[src/rtl/oldland_defines.vh]
// rtl/oldland_defines.vh - shared widths for the oldland operand fetch slice
`ifndef OLDLAND_DEFINES_VH
`define OLDLAND_DEFINES_VH
`define OLDLAND_REG_W  4
`define OLDLAND_DATA_W 32
`endif

[src/rtl/oldland_operand_fetch_pkg.sv]
// rtl/oldland_operand_fetch_pkg.sv - types shared by the operand fetch stage
`include "oldland_defines.vh"

package oldland_operand_fetch_pkg;

  localparam int REG_W  = `OLDLAND_REG_W;
  localparam int DATA_W = `OLDLAND_DATA_W;

  typedef logic [REG_W-1:0]  reg_idx_t;
  typedef logic [DATA_W-1:0] data_t;

  // Contents of the OF holding register.
  typedef struct packed {
    logic     valid;
    reg_idx_t ra_sel;
    reg_idx_t rb_sel;
    reg_idx_t rd;
    logic     uses_ra;
    logic     uses_rb;
    logic     writes_rd;
    data_t    pc;
    data_t    imm;
  } of_t;

endpackage

[src/rtl/oldland_operand_fetch_if.sv]
// rtl/oldland_operand_fetch_if.sv - decode-side and execute-side handshakes of the stage
interface oldland_operand_fetch_if;
  import oldland_operand_fetch_pkg::*;

  logic     dec_valid;
  logic     dec_ready;
  reg_idx_t dec_ra_sel;
  reg_idx_t dec_rb_sel;
  reg_idx_t dec_rd_sel;
  logic     dec_uses_ra;
  logic     dec_uses_rb;
  logic     dec_writes_rd;
  data_t    dec_pc;
  data_t    dec_imm;

  logic     out_valid;
  logic     out_ready;
  data_t    out_ra;
  data_t    out_rb;
  reg_idx_t out_rd;
  logic     out_writes_rd;
  data_t    out_pc;
  data_t    out_imm;

  modport master (
    input  dec_valid, dec_ra_sel, dec_rb_sel, dec_rd_sel,
    input  dec_uses_ra, dec_uses_rb, dec_writes_rd, dec_pc, dec_imm,
    output dec_ready,
    output out_valid, out_ra, out_rb, out_rd, out_writes_rd, out_pc, out_imm,
    input  out_ready
  );

  modport slave (
    output dec_valid, dec_ra_sel, dec_rb_sel, dec_rd_sel,
    output dec_uses_ra, dec_uses_rb, dec_writes_rd, dec_pc, dec_imm,
    input  dec_ready,
    input  out_valid, out_ra, out_rb, out_rd, out_writes_rd, out_pc, out_imm,
    output out_ready
  );

endinterface

[src/rtl/oldland_operand_mux.sv]
// rtl/oldland_operand_mux.sv - per-operand forwarding select and load-use hazard detect
module oldland_operand_mux
  import oldland_operand_fetch_pkg::*;
#(
  parameter bit FWD_MEM = 1'b1
) (
  input  reg_idx_t sel,
  input  logic     uses,
  input  logic     bp_flag,
  input  data_t    bp_val,
  input  data_t    rf_val,
  input  logic     ex_valid,
  input  reg_idx_t ex_rd,
  input  data_t    ex_val,
  input  logic     ex_is_load,
  input  logic     mem_valid,
  input  reg_idx_t mem_rd,
  input  data_t    mem_val,
  output data_t    operand,
  output logic     hazard
);

  logic ex_hit;
  logic mem_hit;

  always_comb begin
    operand = '0;
    hazard  = 1'b0;
    ex_hit  = ex_valid && (ex_rd == sel);
    mem_hit = mem_valid && (mem_rd == sel);
    if (uses) begin
      // A load in execute has no data yet; the hazard holds the stage until it reaches memory.
      hazard = (ex_hit && ex_is_load) || (!FWD_MEM && mem_hit);
      if (ex_hit && !ex_is_load) begin
        operand = ex_val;
      end else if (FWD_MEM && mem_hit) begin
        operand = mem_val;
      end else if (bp_flag) begin
        operand = bp_val;
      end else begin
        operand = rf_val;
      end
    end
  end

endmodule

[src/rtl/oldland_operand_fetch.sv]
// rtl/oldland_operand_fetch.sv - operand fetch stage: regfile read, forwarding, load-use stall
module oldland_operand_fetch
  import oldland_operand_fetch_pkg::*;
#(
  parameter bit FWD_MEM = 1'b1
) (
  input  logic     clk,
  input  logic     rst_n,
  oldland_operand_fetch_if.master io,
  output reg_idx_t ra_sel,
  output reg_idx_t rb_sel,
  input  data_t    rf_ra,
  input  data_t    rf_rb,
  input  logic     wb_en,
  input  reg_idx_t wb_sel,
  input  data_t    wb_val,
  input  logic     ex_fwd_valid,
  input  reg_idx_t ex_fwd_rd,
  input  data_t    ex_fwd_val,
  input  logic     ex_fwd_is_load,
  input  logic     mem_fwd_valid,
  input  reg_idx_t mem_fwd_rd,
  input  data_t    mem_fwd_val,
  input  logic     flush,
  input  logic     dbg_en
);

  of_t   of_q, of_d;
  logic  bp_a_flag_q, bp_a_flag_d;
  logic  bp_b_flag_q, bp_b_flag_d;
  data_t bp_a_val_q, bp_a_val_d;
  data_t bp_b_val_q, bp_b_val_d;
  logic  dbg_q, dbg_d;

  logic  advance;
  logic  hazard;
  logic  haz_a, haz_b;
  data_t op_a, op_b;

  oldland_operand_mux #(.FWD_MEM(FWD_MEM)) u_mux_a (
    .sel        (of_q.ra_sel),
    .uses       (of_q.uses_ra),
    .bp_flag    (bp_a_flag_q),
    .bp_val     (bp_a_val_q),
    .rf_val     (rf_ra),
    .ex_valid   (ex_fwd_valid),
    .ex_rd      (ex_fwd_rd),
    .ex_val     (ex_fwd_val),
    .ex_is_load (ex_fwd_is_load),
    .mem_valid  (mem_fwd_valid),
    .mem_rd     (mem_fwd_rd),
    .mem_val    (mem_fwd_val),
    .operand    (op_a),
    .hazard     (haz_a)
  );

  oldland_operand_mux #(.FWD_MEM(FWD_MEM)) u_mux_b (
    .sel        (of_q.rb_sel),
    .uses       (of_q.uses_rb),
    .bp_flag    (bp_b_flag_q),
    .bp_val     (bp_b_val_q),
    .rf_val     (rf_rb),
    .ex_valid   (ex_fwd_valid),
    .ex_rd      (ex_fwd_rd),
    .ex_val     (ex_fwd_val),
    .ex_is_load (ex_fwd_is_load),
    .mem_valid  (mem_fwd_valid),
    .mem_rd     (mem_fwd_rd),
    .mem_val    (mem_fwd_val),
    .operand    (op_b),
    .hazard     (haz_b)
  );

  always_comb begin
    hazard = of_q.valid && (haz_a || haz_b);
    // dbg_q covers the cycle after the debugger releases port A, whose read data is still the debugger's.
    advance = !dbg_en && (!of_q.valid || (io.out_ready && !hazard && !dbg_q));
    io.dec_ready = advance || flush;

    ra_sel = advance ? io.dec_ra_sel : of_q.ra_sel;
    rb_sel = advance ? io.dec_rb_sel : of_q.rb_sel;

    of_d = of_q;
    if (flush) begin
      of_d.valid = 1'b0;
    end else if (advance) begin
      of_d.valid     = io.dec_valid;
      of_d.ra_sel    = io.dec_ra_sel;
      of_d.rb_sel    = io.dec_rb_sel;
      of_d.rd        = io.dec_rd_sel;
      of_d.uses_ra   = io.dec_uses_ra;
      of_d.uses_rb   = io.dec_uses_rb;
      of_d.writes_rd = io.dec_writes_rd;
      of_d.pc        = io.dec_pc;
      of_d.imm       = io.dec_imm;
    end

    // Read-before-write regfile: a same-edge write is only visible through this capture.
    bp_a_flag_d = wb_en && (wb_sel == ra_sel);
    bp_b_flag_d = wb_en && (wb_sel == rb_sel);
    bp_a_val_d  = wb_val;
    bp_b_val_d  = wb_val;
    dbg_d       = dbg_en;

    io.out_valid     = of_q.valid && !hazard && !dbg_en && !dbg_q;
    io.out_ra        = op_a;
    io.out_rb        = op_b;
    io.out_rd        = of_q.rd;
    io.out_writes_rd = of_q.writes_rd;
    io.out_pc        = of_q.pc;
    io.out_imm       = of_q.imm;
  end

  always_ff @(posedge clk or negedge rst_n) begin
    if (!rst_n) begin
      of_q        <= '0;
      bp_a_flag_q <= 1'b0;
      bp_b_flag_q <= 1'b0;
      bp_a_val_q  <= '0;
      bp_b_val_q  <= '0;
      dbg_q       <= 1'b0;
    end else begin
      of_q        <= of_d;
      bp_a_flag_q <= bp_a_flag_d;
      bp_b_flag_q <= bp_b_flag_d;
      bp_a_val_q  <= bp_a_val_d;
      bp_b_val_q  <= bp_b_val_d;
      dbg_q       <= dbg_d;
    end
  end

endmodule

[src/flat_wrapper.sv]
// flat-port wrapper written by rule: the top's interface ports become plain ports
module oldland_operand_fetch_flat import oldland_operand_fetch_pkg::*;
#(
  parameter bit FWD_MEM = 1'b1
)
  (clk, rst_n, ra_sel, rb_sel, rf_ra, rf_rb, wb_en, wb_sel, wb_val, ex_fwd_valid, ex_fwd_rd, ex_fwd_val, ex_fwd_is_load, mem_fwd_valid, mem_fwd_rd, mem_fwd_val, flush, dbg_en, io_dec_valid, io_dec_ra_sel, io_dec_rb_sel, io_dec_rd_sel, io_dec_uses_ra, io_dec_uses_rb, io_dec_writes_rd, io_dec_pc, io_dec_imm, io_dec_ready, io_out_valid, io_out_ra, io_out_rb, io_out_rd, io_out_writes_rd, io_out_pc, io_out_imm, io_out_ready);
  oldland_operand_fetch_if io_i ();
  input  logic clk;
  input  logic rst_n;
  output reg_idx_t ra_sel;
  output reg_idx_t rb_sel;
  input  data_t rf_ra;
  input  data_t rf_rb;
  input  logic wb_en;
  input  reg_idx_t wb_sel;
  input  data_t wb_val;
  input  logic ex_fwd_valid;
  input  reg_idx_t ex_fwd_rd;
  input  data_t ex_fwd_val;
  input  logic ex_fwd_is_load;
  input  logic mem_fwd_valid;
  input  reg_idx_t mem_fwd_rd;
  input  data_t mem_fwd_val;
  input  logic flush;
  input  logic dbg_en;
  input wire logic [$bits(io_i.dec_valid)-1:0] io_dec_valid;
  input wire logic [$bits(io_i.dec_ra_sel)-1:0] io_dec_ra_sel;
  input wire logic [$bits(io_i.dec_rb_sel)-1:0] io_dec_rb_sel;
  input wire logic [$bits(io_i.dec_rd_sel)-1:0] io_dec_rd_sel;
  input wire logic [$bits(io_i.dec_uses_ra)-1:0] io_dec_uses_ra;
  input wire logic [$bits(io_i.dec_uses_rb)-1:0] io_dec_uses_rb;
  input wire logic [$bits(io_i.dec_writes_rd)-1:0] io_dec_writes_rd;
  input wire logic [$bits(io_i.dec_pc)-1:0] io_dec_pc;
  input wire logic [$bits(io_i.dec_imm)-1:0] io_dec_imm;
  output wire logic [$bits(io_i.dec_ready)-1:0] io_dec_ready;
  output wire logic [$bits(io_i.out_valid)-1:0] io_out_valid;
  output wire logic [$bits(io_i.out_ra)-1:0] io_out_ra;
  output wire logic [$bits(io_i.out_rb)-1:0] io_out_rb;
  output wire logic [$bits(io_i.out_rd)-1:0] io_out_rd;
  output wire logic [$bits(io_i.out_writes_rd)-1:0] io_out_writes_rd;
  output wire logic [$bits(io_i.out_pc)-1:0] io_out_pc;
  output wire logic [$bits(io_i.out_imm)-1:0] io_out_imm;
  input wire logic [$bits(io_i.out_ready)-1:0] io_out_ready;
  assign io_i.dec_valid = io_dec_valid;
  assign io_i.dec_ra_sel = io_dec_ra_sel;
  assign io_i.dec_rb_sel = io_dec_rb_sel;
  assign io_i.dec_rd_sel = io_dec_rd_sel;
  assign io_i.dec_uses_ra = io_dec_uses_ra;
  assign io_i.dec_uses_rb = io_dec_uses_rb;
  assign io_i.dec_writes_rd = io_dec_writes_rd;
  assign io_i.dec_pc = io_dec_pc;
  assign io_i.dec_imm = io_dec_imm;
  assign io_dec_ready = io_i.dec_ready;
  assign io_out_valid = io_i.out_valid;
  assign io_out_ra = io_i.out_ra;
  assign io_out_rb = io_i.out_rb;
  assign io_out_rd = io_i.out_rd;
  assign io_out_writes_rd = io_i.out_writes_rd;
  assign io_out_pc = io_i.out_pc;
  assign io_out_imm = io_i.out_imm;
  assign io_i.out_ready = io_out_ready;
  oldland_operand_fetch #(.FWD_MEM(FWD_MEM)) u_core (.clk(clk), .rst_n(rst_n), .io(io_i), .ra_sel(ra_sel), .rb_sel(rb_sel), .rf_ra(rf_ra), .rf_rb(rf_rb), .wb_en(wb_en), .wb_sel(wb_sel), .wb_val(wb_val), .ex_fwd_valid(ex_fwd_valid), .ex_fwd_rd(ex_fwd_rd), .ex_fwd_val(ex_fwd_val), .ex_fwd_is_load(ex_fwd_is_load), .mem_fwd_valid(mem_fwd_valid), .mem_fwd_rd(mem_fwd_rd), .mem_fwd_val(mem_fwd_val), .flush(flush), .dbg_en(dbg_en));
endmodule
[config.mk]
export PLATFORM = sky130hd
export DESIGN_NAME = oldland_operand_fetch_flat
export DESIGN_NICKNAME = d
export VERILOG_FILES = /design/src/rtl/oldland_operand_fetch_pkg.sv /design/src/rtl/oldland_operand_fetch_if.sv /design/src/rtl/oldland_operand_mux.sv /design/src/rtl/oldland_operand_fetch.sv /design/src/flat_wrapper.sv
export VERILOG_INCLUDE_DIRS = /design/src /design/src/rtl
export SDC_FILE = /design/constraint.sdc
export NUM_CORES = 1
export LEC_CHECK = 0
export ABC_AREA = 0
export ABC_CLOCK_PERIOD_IN_PS = 1900
export CORE_AREA = 2 2 158 160
export DETAILED_ROUTE_END_ITERATION = 8
export DIE_AREA = 0 0 160 162
export HOLD_SLACK_MARGIN = 0.05
export PLACE_DENSITY = 0.63
export SLEW_MARGIN = 25
export SYNTH_ARGS = -nofsm -noshare
export SYNTH_HDL_FRONTEND = slang
export SYNTH_SLANG_ARGS = --single-unit
[constraint.sdc]
create_clock -name clk -period 1.9 [get_ports clk]
set_input_delay 0.38 -clock clk [delete_from_list [all_inputs] [get_ports clk]]
set_output_delay 0.38 -clock clk [all_outputs]
set_load 0.005 [all_outputs]
==> flow_metrics.py, run 1 <==
metrics = {
    "timing": {
        "layout_setup_ws_ns": -0.853,
        "hold_violations": 0,
        "slew_headroom_pct": 66.7,
        "period_needed_ns": 2.75,
        "final.setup_skew_ns": 0.0143,
        "worst_pin_slew_ns": 0.499,
        "fmax_mhz": 363,
        "setup_viol": 156,
        "worst_hold_slack_ns": 0.405,
        "final_max_slew_viol_count": 0,
        "min_period_over_period_pct": 145,
        "rsz0062_at_grt": "true",
    },
    "critical_path": {
        "path_cells": "xnor2_1 > nand4_1 > buf_4 > o22ai_4 > o22ai_4 > buf_6 > buf_6 > mux2_4 > buf_6",
        "crit_top_cell": "buf_6",
        "timing_worst_setup_path_type": "reg2out",
        "critPathRequiredTime_ns": 1.52,
        "cp_max_fo": 4,
        "startpoint_type": "register",
        "critPathSlowestCell": "dfrtp_1",
        "crit_arrival_ns": 2.37,
        "critical_path.max_stage_delay_ns": 0.42,
        "crit_path_end_kind": "primary output",
    },
    "placement": {
        "dp_hpwl_um": 21300,
        "place.gp.congestion": 0.904,
        "portBuffers": 403,
    },
    "global_route": {
        "grt_max_degree": 38,
        "grt_pass1_wl_um": 43500,
        "gr-usage-met3_pct": 8.25,
        "grtUsageMet2_pct": 37.7,
        "use_met1_pct": 24.7,
        "grt_pass1_vias": 7408,
        "overflow": 0,
        "antenna_found_initial": 3,
        "grt.busiest_layer": "met2",
        "grt_usage_pct": 21.9,
    },
    "final_layout": {
        "n_fill_cell": 2085,
        "multiInputGateArea_sq_um": 4150,
        "register_area_sq_um": 2880,
        "syn_to_final_growth_pct": 87.1,
        "drive_gt1_share_pct": 33.0,
        "layout.nets": 1393,
    },
    "min_path": {
        "hp-class": "in2reg",
    },
    "clock_network": {
        "clockBufferDepth": 2,
        "cts_tree": "built",
        "worst_skew_pair.late_latency_ns": 0.41,
        "numCtsBuffers": 17,
        "cts-htree-levels": 4,
        "cts-root-buf": "clkbuf_16",
        "cts_sinks": 115,
        "cts.clk_slew.worst_paths_ns": 0.07,
    },
    "die": {
        "initial_core_util_pct": 29.9,
        "core_area_sq_um": 24100,
        "io_pins": 404,
        "row_count": 57,
        "dieArea_sq_um": 25900,
        "dieWidth_um": 160,
        "die_y_um": 162,
    },
    "outcome": {
        "violations": "setup timing",
        "outcome": "finished with violations",
    },
    "job": {
        "maxCapViolations": 0,
    },
    "power_and_ir_drop": {
        "total_power_uw": 10300,
        "ir_drop_v": 0.000532,
        "p_leak_uw": 0.00579,
        "power_density_nw_per_um2": 761,
    },
    "logic_synthesis": {
        "ys_ff_latch": 115,
        "synth_cell_types": 27,
        "synthesis.nets": 964,
        "seq_area_frac_synth_pct": 39.9,
        "yosysWarnings": 0,
        "syn_avg_cell_area_sq_um": 10.3,
        "syn-cell-area_sq_um": 7210,
        "syn-instance-count": 703,
    },
    "detailed_routing": {
        "via_count": 7137,
        "ant_nets": 0,
        "dr.pass1.iters": 4,
        "drt-total-wl_um": 32000,
        "routedWlPerCell_um": 21.8,
        "routed_via_density": 4.85,
        "drc_errors": 0,
        "drt-initial-drc-count": 407,
    },
}
[metrics by stage]
| step | instance area [sq um] | instances | setup TNS (ns) | util (%) | setup WS [ns] |
|---|---|---|---|---|---|
| global placement | 11600 | 1371 | -172.29 | 48.2 | -1.36 |
| detailed placement | 11600 | 1371 | -182.29 | 48.2 | -1.39 |
| CTS | 12600 | 1435 | -119.51 | 52.1 | -1.10 |
| floorplan | 7310 | 703 | -5.14 | - | -0.0788 |
| global route | 13500 | 1471 | -131.60 | 56.0 | -0.993 |
| finish | 13500 | 1471 | -114.81 | 56.0 | -0.853 |
[cell usage in the layout, fill, tap and decap left out, drive strengths merged, types with 3 or more instances in the layout]
| cell | instances |
|---|---|
| o22ai | 3 |
| a21oi | 4 |
| a21boi | 64 |
| o211ai | 64 |
| clkbuf | 50 |
| nand2 | 128 |
| mux2i | 67 |
| buf | 167 |
| inv | 11 |
| nand3 | 4 |
| xor2 | 10 |
| mux2 | 87 |
| clkdlybuf4s50 | 324 |
| dfrtp | 115 |
| xnor2 | 18 |
| nand4 | 6 |
| or3b | 3 |
[flip-flops by register name (all words and copies together), names as in the netlist]
signal	flops
u_core.bp_a_val_q	32
u_core.io.out_imm	32
u_core.io.out_pc	32
u_core.of_q	11
u_core.io.out_rd	4
u_core.bp_a_flag_q	1
u_core.bp_b_flag_q	1
u_core.dbg_q	1
u_core.io.out_writes_rd	1
[synthesized netlist by cell type]
library cell / n / area [sq um]
nor3_1: 2 / 10.0
dfrtp_1: 115 / 2880
nand4_1: 6 / 37.5
nand2_1: 128 / 480
nor2_1: 1 / 3.75
nor2b_4: 1 / 13.8
mux2i_1: 67 / 671
a21boi_0: 64 / 480
o21a_1: 2 / 15.0
mux2_4: 10 / 150
buf_2: 1 / 5.00
a21oi_1: 4 / 20.0
nor4b_1: 1 / 8.76
xnor2_1: 18 / 158
nand3_1: 4 / 20.0
o211ai_1: 64 / 480
buf_4: 74 / 556
nor3b_1: 2 / 15.0
buf_8: 1 / 15.0
mux2_2: 77 / 867
inv_1: 1 / 3.75
or2_2: 1 / 6.26
o22ai_2: 2 / 25.0
clkbuf_1: 42 / 158
buf_6: 2 / 22.5
xor2_1: 10 / 87.6
or3b_2: 3 / 26.3
[critical path: cells and delay by family, from the launching register on]
| family | cells | cell delay, ns |
|---|---|---|
| XOR/XNOR | 1 | 0.16 |
| AND/OR/NAND/NOR | 1 | 0.17 |
| AO/OA/AOI/OAI | 2 | 0.34 |
| multiplexers | 1 | 0.29 |
| buffers and inverters | 4 | 0.57 |
| flip-flops | 1 | 0.42 |
[kinds of logic (layout without fill, tap and decap cells)]
group,after synthesis,after routing,share of synthesized area (%)
other cells,0,2,0
xor+xnor,28,28,3.40
flops,115,115,39.9
compound gates,136,137,14.2
mux,154,154,23.4
simple gates,149,149,8.62
buf+inv,121,562,10.5
[where the power goes]
part / leakage [uW] / internal (uW) / switching [uW] / total (uW)
Sequential: 0.00135 / 2810 / 237 / 3040
Combinational: 0.00414 / 2430 / 1380 / 3820
Clock: 0.000297 / 2010 / 1410 / 3420
[cell type report]
type | instances | share of cell area (%)
sequential | 115 | 21.3
inverter | 1 | 0.0278
multi-input combinational | 468 | 30.8
timing repair buffer | 529 | 40.3
antenna | 2 | 0.0371
tap | 324 | 3.00
clock inverter | 15 | 1.38
clock buffer | 17 | 3.15
[per-layer routing]
metal / routed length [um] / vias up / part of all wire (%)
li1: - / 3278 / -
met1: 12300 / 3462 / 38
met2: 15800 / 336 / 49
met3: 2980 / 61 / 9.3
met4: 960 / 0 / 3.0
met5: 0 / - / 0
[path summary, 6_finish.rpt]
check	startpoint	endpoint	slack, ns	depth (start not counted)
max	u_core.of_q[74]	ra_sel[1]	-0.85	9
min	wb_val[10]	u_core.bp_a_val_q[10]	0.40	1
max reg2reg	u_core.of_q[73]	u_core.io.out_pc[27]	-0.77	13
min reg2reg	u_core.io.out_pc[2]	u_core.io.out_pc[2]	0.51	1
max in group asynchronous	rst_n	u_core.bp_a_flag_q	0.79	3
min in group asynchronous	rst_n	u_core.io.out_pc[23]	0.47	2
[repair_timing]
action,CTS,global route
setup buffers,26,21
cloned,5,18
endpoints found under the setup margin,156,156
pin swaps,34,79
resized for setup,233,244
hold buffers,1,0
hold endpoints to repair,32,0
Note: power is estimated with default switching activity, not from simulation.
==> inputs of run 2 (changes only) <==
Settings changed: ABC_CLOCK_PERIOD_IN_PS 1900 to 3250, CORE_AREA 2 2 158 160 to 2 2 159 161, DIE_AREA 0 0 160 162 to 0 0 161 163, PLACE_DENSITY 0.63 to 0.6.
Clock period 1.9 ns to 3.25 ns, I/O delays scaled along.
==> flow_metrics.py, run 2 (same netlist as run 1, synthesis figures left out) <==
metrics = {
    "placement": {
        "postPlaceCellArea_sq_um": 11600,
        "dp_hpwl_um": 21100,
        "pre_cts_ws_ns": -0.561,
        "place.gp.congestion": 0.872,
        "portBuffers": 403,
        "dp_cells": 1381,
    },
    "clock_network": {
        "cts_sinks": 115,
        "cts.clk_slew.worst_paths_ns": 0.07,
        "cts-htree-levels": 4,
        "cts-root-buf": "clkbuf_16",
        "numCtsBuffers": 17,
        "cts_hold_buf": 0,
        "clockBufferDepth": 2,
        "cts_tree": "built",
        "worst_skew_pair.late_latency_ns": 0.42,
    },
    "min_path": {
        "hp-class": "in2async",
    },
    "detailed_routing": {
        "via_count": 6886,
        "drc_errors": 0,
        "routedWlPerCell_um": 19.9,
        "highest_layer": "met5",
        "ant_nets": 0,
        "dr_wl_met3_um": 2370,
        "dr.pass1.iters": 4,
        "drt-total-wl_um": 28800,
        "routed_via_density": 4.75,
        "drt-initial-drc-count": 286,
        "wl_met2_um": 14100,
        "wl_met1_um": 11500,
    },
    "final_layout": {
        "stdcell_count": 1451,
        "layout.nets": 1368,
        "design_area_sq_um": 12500,
        "syn_to_final_growth_pct": 73.1,
        "layout_commonest_cell": "clkdlybuf4s50_1",
        "final_cell_mix": "322 x clkdlybuf4s50_1, 128 x nand2_1, 111 x dfrtp_1",
        "utilization_pct": 50.6,
        "drive_gt1_share_pct": 26.4,
    },
    "global_route": {
        "grt_pass1_vias": 7383,
        "grt_pass1_wl_um": 43300,
        "antenna_found_initial": 2,
        "grt_usage_pct": 21.7,
        "grt_max_degree": 61,
        "overflow": 0,
    },
    "critical_path": {
        "crit_arrival_ns": 2.58,
        "cp_top_family": "buffers and inverters",
        "crit_path_end_kind": "primary output",
        "cp_max_fo": 8,
        "timing_worst_setup_path_type": "reg2out",
        "crit_top_cell": "buf_12",
        "critical_path.max_stage_delay_ns": 0.45,
        "path_cells": "xnor2_2 > nand4_1 > buf_4 > or3b_4 > buf_12 > buf_12 > o211ai_1 > a21boi_0 > dlygate4sd2_1",
        "path_buf_inv": 4,
        "critPathSlowestCell": "dfrtp_2",
        "ff2ff_setup_slack_ns": 0.78,
        "startpoint_type": "register",
        "critPathRequiredTime_ns": 2.60,
    },
    "die": {
        "initial_core_util_pct": 29.2,
        "dieWidth_um": 161,
        "dieArea_sq_um": 26200,
        "io_pins": 404,
        "core_area_sq_um": 24700,
        "row_count": 58,
        "die_y_um": 163,
    },
    "timing": {
        "setup_viol": 0,
        "hold_violations": 0,
        "final.setup_skew_ns": 0.0150,
        "final_max_slew_viol_count": 0,
        "min_period_over_period_pct": 99.5,
        "layout_setup_ws_ns": 0.0166,
        "worst_pin_slew_ns": 0.509,
        "fmax_mhz": 309,
        "period_needed_ns": 3.23,
        "rsz0062_at_grt": "true",
        "slew_headroom_pct": 66.1,
    },
    "job": {
        "maxCapViolations": 0,
    },
    "power_and_ir_drop": {
        "p_leak_uw": 0.00517,
        "ir_drop_v": 0.000338,
        "power_density_nw_per_um2": 467,
    },
    "outcome": {
        "outcome": "finished, final reports clean",
    },
}
run 2: layout make-up:
class	count	area (sq um)
clock inverter	15	231
antenna	1	2.50
sequential	115	2880
tap	330	413
inverter	1	3.75
timing repair buffer	504	4800
fill	2334	12200
multi-input combinational	468	3730
clock buffer	17	425
run 2: power by group:
part           switching [uW]  internal (uW)  total [uW]
Clock                     808           1330        2130
Sequential                130           1640        1770
Combinational             709           1220        1930
Total                    1650           4190        5830
run 2: repair_timing:
item                                    4_1_cts  5_1_grt
gates resized for setup                     224       87
cloned                                        5        0
setup buffers                                27        6
endpoints found under the setup margin       74       67
pin swaps                                    18       46
endpoints found under the hold margin         0        0
run 2: through the flow:
step	total power [uW]	setup TNS, ns	hold slack [ns]
after detailed placement	3740	-49.74	0.494
final	5830	0	0.189
after CTS	5900	-0.163	0.193
after global routing	6120	-0.309	0.219
after global placement	3730	-45.31	0.489
after floorplan	2680	0	0.354
run 2: metal layers:
metal | track usage, % | vias to the layer above
li1 | - | 3230
met1 | 25.1 | 3303
met2 | 37.8 | 306
met3 | 6.37 | 45
met4 | 8.60 | 2
met5 | 0 | -
run 2: worst register-to-register path: cells and delay by family (launching register included):
kind	cells	cell delay (ns)
compound gates	2	0.31
buf+inv	4	0.67
mux	1	0.37
simple gates	2	0.41
flops	1	0.45
xor+xnor	1	0.15
run 2: worst paths after layout:
path,startpoint,endpoint,depth (start not counted)
min reg2reg,u_core.io.out_rd[1],u_core.io.out_rd[1],1
max reg2reg,u_core.of_q[74],u_core.of_q[71],10
min in group clk,u_core.io.out_rd[1],u_core.io.out_rd[1],1
min,rst_n,u_core.io.out_pc[14],1
max,u_core.of_q[74],io_out_rb[20],9
max in group asynchronous,rst_n,u_core.bp_a_val_q[31],2
==> inputs of run 3 (changes only) <==
Settings changed: PLACE_DENSITY 0.6 to 0.63.
==> flow_metrics.py, run 3 (same netlist as run 1, synthesis figures left out) <==
metrics = {
    "outcome": {
        "outcome": "finished, final reports clean",
    },
    "final_layout": {
        "diodes": 0,
        "n_fill_cell": 2311,
        "register_area_sq_um": 2890,
        "stdcell_count": 1413,
        "final_cell_mix": "320 x clkdlybuf4s50_1, 128 x nand2_1, 107 x dfrtp_1",
        "layout_commonest_cell": "clkdlybuf4s50_1",
        "syn_to_final_growth_pct": 70.4,
        "drive_gt1_share_pct": 20.6,
        "multiInputGateArea_sq_um": 3680,
        "layout.nets": 1331,
    },
    "detailed_routing": {
        "ant_nets": 0,
        "drt-total-wl_um": 28500,
        "dr_wl_met3_um": 2240,
        "dr.pass1.iters": 4,
        "wl_met1_um": 11300,
        "highest_layer": "met5",
        "wl_met2_um": 14300,
        "via_count": 6765,
        "drc_errors": 0,
        "routedWlPerCell_um": 20.1,
        "routed_via_density": 4.79,
        "drt-initial-drc-count": 418,
    },
    "die": {
        "dieWidth_um": 161,
        "dieArea_sq_um": 26200,
        "row_count": 58,
        "initial_core_util_pct": 29.2,
        "io_pins": 404,
        "die_y_um": 163,
        "core_area_sq_um": 24700,
    },
    "critical_path": {
        "critPathRequiredTime_ns": 2.60,
        "rr_startpoint": "u_core.of_q[73]",
        "crit_path_end_kind": "primary output",
        "cp_max_fo": 8,
        "ff2ff_setup_slack_ns": 0.84,
        "timing_worst_setup_path_type": "in2out",
        "crit_arrival_ns": 2.54,
        "startpoint_type": "input pin",
        "reg2reg_to": "u_core.of_q[76]",
        "rr_worst_depth": 11,
    },
    "placement": {
        "dp_cells": 1354,
        "place.gp.congestion": 0.921,
        "dp_hpwl_um": 20500,
        "portBuffers": 403,
    },
    "clock_network": {
        "cts-root-buf": "clkbuf_16",
        "cts_sinks": 115,
        "cts_tree": "built",
        "cts.clk_slew.worst_paths_ns": 0.07,
        "clockBufferDepth": 2,
        "cts_hold_buf": 0,
        "cts-htree-levels": 4,
        "numCtsBuffers": 17,
        "worst_skew_pair.late_latency_ns": 0.41,
    },
    "power_and_ir_drop": {
        "ir_drop_v": 0.000309,
        "power_density_nw_per_um2": 460,
        "p_leak_uw": 0.00503,
        "total_power_uw": 5660,
    },
    "timing": {
        "final.setup_skew_ns": 0.00957,
        "fmax_mhz": 314,
        "final_max_slew_viol_count": 0,
        "slew_headroom_pct": 43.1,
        "worst_pin_slew_ns": 0.853,
        "worst_hold_slack_ns": 0.334,
        "rsz0062_at_grt": "true",
        "hold_violations": 0,
        "min_period_over_period_pct": 98.1,
        "setup_viol": 0,
        "period_needed_ns": 3.19,
    },
    "global_route": {
        "overflow": 0,
        "antenna_found_initial": 1,
        "grt_usage_pct": 21.3,
        "grt_max_degree": 65,
        "grt_pass1_vias": 7320,
        "grt_pass1_wl_um": 42600,
    },
    "job": {
        "maxCapViolations": 0,
    },
    "min_path": {
        "hp-class": "in2async",
    },
}
run 3: changes by cell type in the layout (fill, tap and decap cells not counted), sizes merged:
cell           previous run  this run
buf                     128        70
bufinv                    4         2
clkbuf                   39        23
clkdlybuf4s15            12        11
clkdlybuf4s50           322       320
clkinv                    1         2
clkinvlp                  0         1
diode                     1         0
dlygate4sd2              17        58
o22ai                     3         2
run 3: per-stage QoR:
| stage | setup WS (ns) | TNS [ns] | util, % | instance area, sq um |
|---|---|---|---|---|
| 2_1_floorplan | 0.662 | 0 | - | 7210 |
| 3_3_place_gp | -0.503 | -23.66 | 45.9 | 11300 |
| 3_5_place_dp | -0.480 | -25.22 | 45.9 | 11300 |
| 4_1_cts | -0.0214 | -0.0214 | 49.6 | 12200 |
| 5_1_grt | -0.0905 | -1.11 | 49.8 | 12300 |
| 6_report | 0.0619 | 0 | 49.8 | 12300 |
run 3: per-layer routing:
metal | vias to the layer above | track usage, %
li1 | 3142 | -
met1 | 3273 | 24.6
met2 | 305 | 38.0
met3 | 43 | 6.14
met4 | 2 | 6.94
met5 | - | 0
run 3: area by class of cell:
cell class	count	share of cell area, %
Multi-Input combinational cell	467	30.0
Clock buffer	17	3.46
Inverter	1	0.0305
Sequential cell	115	23.5
Timing Repair Buffer	468	38.2
Tap cell	330	3.36
Clock inverter	15	1.51
run 3: repair_timing:
item,in CTS,in global routing
resized for setup,154,41
setup endpoints to repair,74,40
pin swaps,21,11
gates cloned,5,0
setup buffers,17,5
run 3: critical path, stage by stage:
cell,delay (ns)
dlygate4sd2_1,0.27
xnor2_1,0.20
nand4_1,0.12
buf_4,0.17
buf_4,0.14
o22ai_4,0.17
o22ai_4,0.11
buf_6,0.16
mux2_2,0.28
dlygate4sd2_1,0.26
run 3: worst max-delay path by stage:
stage                  startpoint            end  cells past startpoint
floorplan            ex_fwd_rd[1]  io_out_rb[10]                      7
global placement     ex_fwd_rd[1]   io_out_rb[7]                      8
detailed placement  mem_fwd_rd[2]   io_out_rb[7]                      9
CTS                  ex_fwd_rd[2]  io_out_rb[10]                      8
global route         ex_fwd_rd[0]   io_out_rb[4]                     11
finish               ex_fwd_rd[0]      rb_sel[0]                     10
run 3: report_power, final:
| group | total, uW | internal (uW) | switching, uW |
|---|---|---|---|
| logic | 1880 | 1200 | 682 |
| registers | 1790 | 1640 | 149 |
| clock network | 1980 | 1170 | 813 |
